### src/rtl/wb_arbiter.sv
// wb_arbiter: writeback arbiter between NUM_UNITS functional units and the
// single register file write port.
//
// Each unit pushes its result into a private FIFO. One entry per cycle
// is popped under round-robin arbitration and written to the register file
// one cycle later through registered outputs.
//
// Handshake: in_oper[i] is a one-cycle valid strobe with no ready. The issue
// stage must hold off unit i while in_afull[i] is high. A qualifying push
// that arrives while channel i is full is dropped and latches ovf_err[i].
// wb_reg_en is a pure valid with no backpressure: the register file accepts
// every write.
//
// Ports:
//   clock, reset      rising-edge clock, synchronous active-high reset
//   in_oper           per-channel result strobe
//   in_writereg       per-channel "result writes a register" flag
//   in_regdest        flattened 5-bit destination registers, channel i at [5i+4:5i]
//   in_wbvalue        flattened result data, channel i at [DATA_W*i +: DATA_W]
//   in_afull          per-channel occupancy >= AFULL_LEVEL
//   in_full           per-channel occupancy == FIFO_DEPTH
//   ovf_err           sticky per-channel overflow, cleared only by reset
//   wb_reg_en         register file write enable
//   wb_reg_addr       register file write address
//   wb_reg_data       register file write data
//   wb_reg_src        channel that produced the current write
module wb_arbiter #(
  parameter int NUM_UNITS   = 3,
  parameter int CH_W        = 2,
  parameter int DATA_W      = 32,
  parameter int FIFO_DEPTH  = 4,
  parameter int PTR_W       = 2,
  parameter int AFULL_LEVEL = 3
) (
  input  logic                        clock,
  input  logic                        reset,
  input  logic [NUM_UNITS-1:0]        in_oper,
  input  logic [NUM_UNITS-1:0]        in_writereg,
  input  logic [5*NUM_UNITS-1:0]      in_regdest,
  input  logic [DATA_W*NUM_UNITS-1:0] in_wbvalue,
  output logic [NUM_UNITS-1:0]        in_afull,
  output logic [NUM_UNITS-1:0]        in_full,
  output logic [NUM_UNITS-1:0]        ovf_err,
  output logic                        wb_reg_en,
  output logic [4:0]                  wb_reg_addr,
  output logic [DATA_W-1:0]           wb_reg_data,
  output logic [CH_W-1:0]             wb_reg_src
);

  localparam int ENTRY_W = 5 + DATA_W;
  localparam logic [PTR_W:0]   FULL_CNT  = (PTR_W+1)'(FIFO_DEPTH);
  localparam logic [PTR_W:0]   AFULL_CNT = (PTR_W+1)'(AFULL_LEVEL);
  localparam logic [PTR_W:0]   CNT_ONE   = (PTR_W+1)'(1);
  localparam logic [PTR_W-1:0] PTR_ONE   = PTR_W'(1);
  localparam logic [CH_W-1:0]  LAST_RST  = CH_W'(NUM_UNITS-1);

  // Entry layout: {regdest[4:0], data[DATA_W-1:0]}
  logic [ENTRY_W-1:0] mem    [NUM_UNITS][FIFO_DEPTH];
  logic [PTR_W:0]     count  [NUM_UNITS];
  logic [PTR_W-1:0]   rd_ptr [NUM_UNITS];
  logic [PTR_W-1:0]   wr_ptr [NUM_UNITS];
  logic [CH_W-1:0]    last;

  logic [NUM_UNITS-1:0] qual;
  logic [NUM_UNITS-1:0] push;
  logic [NUM_UNITS-1:0] pop;
  logic [NUM_UNITS-1:0] ovf_set;
  logic                 gnt_valid;
  logic [CH_W-1:0]      gnt_idx;
  logic [CH_W-1:0]      cand_idx;
  logic [ENTRY_W-1:0]   head;
  int                   cand;

  // Push qualification and flags, all from the pre-edge count. A push onto
  // a full channel is dropped even if that channel pops this same cycle.
  always_comb begin
    qual     = '0;
    push     = '0;
    ovf_set  = '0;
    in_full  = '0;
    in_afull = '0;
    for (int i = 0; i < NUM_UNITS; i++) begin
      qual[i]     = in_oper[i] & in_writereg[i] & (in_regdest[5*i +: 5] != 5'd0);
      in_full[i]  = (count[i] == FULL_CNT);
      in_afull[i] = (count[i] >= AFULL_CNT);
      push[i]     = qual[i] & ~in_full[i];
      ovf_set[i]  = qual[i] & in_full[i];
    end
  end

  // Round-robin: first non-empty channel scanning upward from last+1.
  always_comb begin
    gnt_valid = 1'b0;
    gnt_idx   = '0;
    cand      = 0;
    cand_idx  = '0;
    for (int k = 1; k <= NUM_UNITS; k++) begin
      cand = int'(last) + k;
      if (cand >= NUM_UNITS) cand = cand - NUM_UNITS;
      cand_idx = CH_W'(cand);
      if (!gnt_valid && (count[cand_idx] != '0)) begin
        gnt_valid = 1'b1;
        gnt_idx   = cand_idx;
      end
    end
  end

  always_comb begin
    pop = '0;
    for (int i = 0; i < NUM_UNITS; i++) begin
      pop[i] = gnt_valid && (gnt_idx == CH_W'(i));
    end
    head = mem[gnt_idx][rd_ptr[gnt_idx]];
  end

  // FIFO storage carries no reset; pointers and counts define validity.
  always_ff @(posedge clock) begin
    for (int i = 0; i < NUM_UNITS; i++) begin
      if (push[i]) mem[i][wr_ptr[i]] <= {in_regdest[5*i +: 5], in_wbvalue[DATA_W*i +: DATA_W]};
    end
  end

  always_ff @(posedge clock) begin
    if (reset) begin
      for (int i = 0; i < NUM_UNITS; i++) begin
        count[i]  <= '0;
        rd_ptr[i] <= '0;
        wr_ptr[i] <= '0;
      end
      ovf_err     <= '0;
      last        <= LAST_RST;
      wb_reg_en   <= 1'b0;
      wb_reg_addr <= '0;
      wb_reg_data <= '0;
      wb_reg_src  <= '0;
    end else begin
      for (int i = 0; i < NUM_UNITS; i++) begin
        if (push[i]) wr_ptr[i] <= wr_ptr[i] + PTR_ONE;
        if (pop[i])  rd_ptr[i] <= rd_ptr[i] + PTR_ONE;
        if (push[i] && !pop[i])      count[i] <= count[i] + CNT_ONE;
        else if (pop[i] && !push[i]) count[i] <= count[i] - CNT_ONE;
        if (ovf_set[i]) ovf_err[i] <= 1'b1;
      end
      // Address, data and source hold their last values when idle.
      wb_reg_en <= gnt_valid;
      if (gnt_valid) begin
        wb_reg_addr <= head[ENTRY_W-1 -: 5];
        wb_reg_data <= head[DATA_W-1:0];
        wb_reg_src  <= gnt_idx;
        last        <= gnt_idx;
      end
    end
  end

endmodule

### config.mk
export PLATFORM = sky130hd
export DESIGN_NAME = wb_arbiter
export DESIGN_NICKNAME = d
export VERILOG_FILES = /design/src/rtl/wb_arbiter.sv
export SDC_FILE = /design/constraint.sdc
export NUM_CORES = 1
export LEC_CHECK = 0
export BUFFER_PORTS_ARGS = -buffer_cell sky130_fd_sc_hd__buf_2
export CAP_MARGIN = 20
export CORE_ASPECT_RATIO = 1.75
export CORE_MARGIN = 4
export CORE_UTILIZATION = 45
export CTS_CLUSTER_DIAMETER = 150
export CTS_CLUSTER_SIZE = 14
export DETAILED_ROUTE_END_ITERATION = 12
export MAX_ROUTING_LAYER = met4
export PLACE_DENSITY_LB_ADDON = 0.12
export RECOVER_POWER = 50
export SKIP_LAST_GASP = 1
export SLEW_MARGIN = 40
export SYNTH_ARGS = -nofsm -noshare
export SYNTH_HDL_FRONTEND = slang
export SYNTH_SLANG_ARGS = --single-unit
### constraint.sdc
create_clock -name clock -period 9.82 [get_ports clock]
set_clock_uncertainty 0.15 [all_clocks]
set_input_delay 1.964 -clock clock [delete_from_list [all_inputs] [get_ports clock]]
set_output_delay 1.964 -clock clock [all_outputs]
set_load 0.02 [all_outputs]
# --- Word-level counts from Yosys, hierarchy flattened ---
# Memories as Yosys holds them, arrays and structs flattened.
# Cells that the tools add are included.
op_classes:
  addsub: 18
  magnitude_cmp: 13
  n_eq_ne: 5
  mux: 74
  n_bitwise: 31
  n_reduce_logical: 29
ops:
  columns: ["operator", "count"]
  rows:
  - ["148-bit two-way mux", 3]
  - ["37-bit demux with 2-bit select", 3]
  - ["37-bit two-way mux", 5]
  - ["37-bit binary-select mux with 2-bit select", 1]
  - ["1-bit two-way mux", 44]
  - ["2-bit two-way mux", 12]
  - ["3-bit by 2-bit >= comparator with 1-bit output, second input constant", 6]
  - ["3-bit two-way mux", 6]
  - ["5-bit nonzero test", 3]
  - ["1-bit logical AND", 14]
  - ["2-bit by 1-bit adder with 2-bit output, second input constant", 6]
  - ["1-bit bitwise AND", 12]
  - ["3-bit >= comparator, second input constant", 4]
  - ["2-bit NOT with 3-bit output", 4]
  - ["1-bit OR", 12]
  - ["3-bit by 1-bit adder with 3-bit output, second input constant", 3]
  - ["3-bit equality test, second input constant", 3]
  - ["3-bit by 1-bit < comparator with 1-bit output, second input constant", 3]
  - ["3-bit nonzero test", 3]
  - ["3-bit by 1-bit subtractor with 3-bit output, second input constant", 3]
  - ["1-bit logical NOT", 8]
  - ["2-bit by 2-bit adder with 3-bit output, second input constant", 2]
  - ["2-bit subtractor, second input constant", 3]
  - ["2-bit by 1-bit adder with 3-bit output, second input constant", 1]
  - ["other kinds (4)", 6]
word_totals:
  regBits: 45
  ramBits: 465
  input_bits: 119
  out_inout_bits: 49
  wordCells: 182
  mem_count: 4
mem_list:
  columns: ["name", "words", "width", "rd", "rd_clocked_by_memory_dff", "write_ports", "line_no", "text"]
  rows:
  - ["mem", 3, 148, 1, 0, 3, "58", "logic [ENTRY_W-1:0] mem [NUM_UNITS][FIFO_DEPTH];"]
  - ["count", 3, 3, 6, 0, 3, "59", "logic [PTR_W:0] count [NUM_UNITS];"]
  - ["rd_ptr", 3, 2, 4, 0, 3, "60", "logic [PTR_W-1:0] rd_ptr [NUM_UNITS];"]
  - ["wr_ptr", 3, 2, 3, 0, 3, "61", "logic [PTR_W-1:0] wr_ptr [NUM_UNITS];"]

# --- Depth between registers and ports, before layout ---
# An unclocked memory read counts as a cell.
logic_depth:
  word_depth: 21
  mapped_depth: 14
  ltp_nobuf: 13

# --- Least setup slack after synthesis ---
# Ideal clock, no wire load.
synth_path:
  kind: "in2reg"
  start: "input in_regdest[1]"
  end: "memory count[0][2] (netlist bit), data pin"
  setup_ns: 0.266
  t_arrival_ns: 4.295
  t_required_ns: 9.404
  setup_slack_ns: 5.108
  path_stages: 10
  path_buffers: 0
  cell_sequence: "or3_1 > o311a_1 > nor2b_1 > or2_2 > nor4_1 > inv_1 > fa_1 > xnor2_1 > xnor2_1 > nor3_1"
synth_lines:
  columns: ["element", "line_no", "text"]
  rows:
  - ["start: declaration", "39", "input logic [5*NUM_UNITS-1:0] in_regdest,"]
  - ["end: declaration", "59", null]

==> results.md <==
- Crit path buf inv count: 2
- Routed WL: 52.69 mm
- Detailed placer's ending HPWL: 32.27 mm
- H-tree Lvls: 2
- Final worst path period share: 0.4956
- Clock Tree Buf Depth: 3
- Most common cell after layout, fill and taps aside: edfxtp_1
- Hold slack: 0.3488 ns
- Place WS: 4.734 ns
- Antenna viol nets, final: 0
- Crit path top cell by count: o211ai_1
- Worst Path Max Fanout: 26
- Area Overhead vs Synth: 12.67%
- Leakage power: 7.826 nW
- RSZ-0062 raised after global routing: false
- Worst skew pair latency: 0.55 ns
- DR vias/cell: 5.627
- Worst Slack Setup Final: 4.953 ns
- Critical path capture point type: flop
- WL/cell: 26.75 um
- Cts hold-fix bufs: 0
- Die area: 0.04877 mm^2
- Share of layout cells above drive strength 1: 0.1370
- WP data arrival: 5.19 ns
- Initial antenna violation count: 11
- Synth warnings: 0
- Nets: 1496
- Placeable core area: 0.04441 mm^2
- DRC: 0
- Placed Cells: 1883
- Post-route cell area: 0.02290 mm^2
- Crit path time final: 4.867 ns
- Max-slew violations: 0
- Synthesized cell area: 0.02033 mm^2
- Initial DRC Count: 652
- Max capacitance violation total: 0
- Post-Syn Instances: 1174
- FF+latch count, synth: 509
- Die width: 168.7 um
- Ys flop type: edfxtp_1
- Chip height: 289.2 um
- Hold depth: 2
- Ports: 168
- CTS tree: done
- Final setup violating endpoints: 0
- Vias in the first global route: 11721
- Routability congestion estimate: 0.8700
- Hold Vio Cnt, Final: 0
- Synth cell types: 57
- First-pass GRT wire length: 75.47 mm
- Post-synth ARST share: 0
- EDFF count, synth: 465
- CP max stage delay: 1.20 ns
- Crit. path cell count: 11
- Fillers: 3754
- Fin Setup TNS: 0 ns
- Post-CTS Setup Repair Bufs: 0
- Routed vias: 11085
- Worst-margin pin slew: 1.403 ns
- Setup CP Type: flop to flop
- R2r worst-path depth: 11
- Min-delay worst type: flop to flop
- Max Clock Freq: 205.5 MHz
- Non-filler cells, final: 1970
- Avg Cell Area, Syn: 17.31 um^2
- Area of the multi-input gates: 0.005156 mm^2
- CP Data Required Time: 10.14 ns
- Placed instance area: 0.02187 mm^2
- Critical path launch point type: flop
- Outcome: complete, no violations
- Grt ovf: 0
- GRT Total Usage: 0.2188
- CTS Sinks: 509
- First drt pass iteration count: 5
- Initial Util: 0.4577
- Util after Layout: 0.5157
- Register area share after synthesis: 0.7303
- Cts bufs inserted: 42
- # rows: 102
- CTS resizes: 0
- Reg clk slew, reported paths: 0.06 ns
- Rel. slew slack: 0.05779
- Clock Tree Root: clkbuf_16
- CP delay by family, top: simple AND/OR/NAND/NOR gates
- CP max stage cell: nor3_1
- Largest net degree at the start of global routing: 68
- CP Cell Sequence: inv_1, ha_1, o31ai_1, o211ai_1, a32o_1, a31oi_1, nor3_1, or3_2, buf_4, o211ai_1, a21oi_1
- Most frequent cells in the layout: edfxtp_1, clkbuf_1, mux2i_1
- Mapped Nets: 1315
- Peak supply drop: 0.3599 mV
- PwrDens: 340.0 mW/mm^2
- Reg area: 0.01484 mm^2
- Port Buffers: 167
- Pwr Total: 7.787 mW
worst paths after layout:
kind / startpoint / end / slack (ns)
setup / recovery: wb_reg_src[0]$_SDFFE_PP0P_ / wb_reg_addr[0]$_SDFFE_PP0P_ / 4.95
hold / removal: wb_reg_src[1]$_SDFFE_PP0P_ / wb_reg_src[1]$_SDFFE_PP0P_ / 0.35
setup reg to reg: wb_reg_src[0]$_SDFFE_PP0P_ / wb_reg_addr[0]$_SDFFE_PP0P_ / 4.95
hold reg to reg: wb_reg_src[1]$_SDFFE_PP0P_ / wb_reg_src[1]$_SDFFE_PP0P_ / 0.35
sequential cells by signal (all words and copies together), names as in the netlist:
register     cells
last             1
wb_reg_en        1
ovf_err          3
wb_reg_data     32
count            9
mem            444
wb_reg_src       2
wr_ptr           6
wb_reg_addr      5
rd_ptr           6
cell usage after synthesis, types with 3 or more instances:
cell type | instances | area share
and2_1 | 11 | 0.0034
or3_1 | 11 | 0.0034
a211oi_1 | 41 | 0.015
xor2_1 | 3 | 0.0013
dfxtp_1 | 44 | 0.043
buf_4 | 7 | 0.0026
nand2_1 | 44 | 0.0081
nor2_1 | 59 | 0.011
buf_6 | 6 | 0.0033
edfxtp_1 | 465 | 0.69
nor2b_1 | 3 | 0.00092
xnor2_1 | 7 | 0.0030
buf_2 | 7 | 0.0017
nor3_1 | 11 | 0.0027
o21ai_0 | 5 | 0.0012
nand2b_1 | 3 | 0.00092
ha_1 | 20 | 0.012
mux2i_1 | 151 | 0.074
mux2_2 | 37 | 0.020
a21o_1 | 3 | 0.0011
mux4_2 | 38 | 0.042
o211ai_1 | 42 | 0.016
nand3_1 | 5 | 0.0012
or2_1 | 5 | 0.0015
o311a_1 | 3 | 0.0015
and3_1 | 7 | 0.0022
inv_1 | 18 | 0.0033
clkbuf_1 | 35 | 0.0065
a21oi_1 | 44 | 0.011
o21a_1 | 3 | 0.0011
power breakdown:
group          switching, mW  total, mW  internal (mW)
Sequential             0.123       2.74           2.62
Combinational           2.10       3.49           1.38
Clock                  0.732       1.56          0.824
Total                   2.96       7.79           4.83
tightest hold or removal path, cell delays in order (launching register included):
cell     delay [ns]
dfxtp_1        0.33
a21oi_1        0.06
nor2_1         0.07
metal layers:
layer  global-route usage  up-vias  wire (um)
met2               0.4014      338      28870
met3              0.03481       84       2617
li1                     -     4988          -
met1               0.2415     5675      19660
met4              0.07249        0       1539
met5                    -        -          0
layout make-up:
cell class | instances | area share
Tap cell | 572 | 0.03125
Antenna cell | 11 | 0.001202
Multi-Input combinational cell | 589 | 0.2251
Inverter | 19 | 0.003114
Sequential cell | 509 | 0.6482
Clock buffer | 74 | 0.05206
Clock inverter | 2 | 0.0008741
Timing Repair Buffer | 194 | 0.03819
cells by family after synthesis:
group | after synthesis | share of synthesized area
flip-flops | 509 | 0.7303
multiplexers | 226 | 0.1370
AND/OR/NAND/NOR | 172 | 0.04210
AO/OA/AOI/OAI | 159 | 0.05411
buffers and inverters | 76 | 0.01797
adder cells (fa/ha/maj) | 22 | 0.01428
XOR/XNOR | 10 | 0.004309
Power figures use the tool's default switching activity.
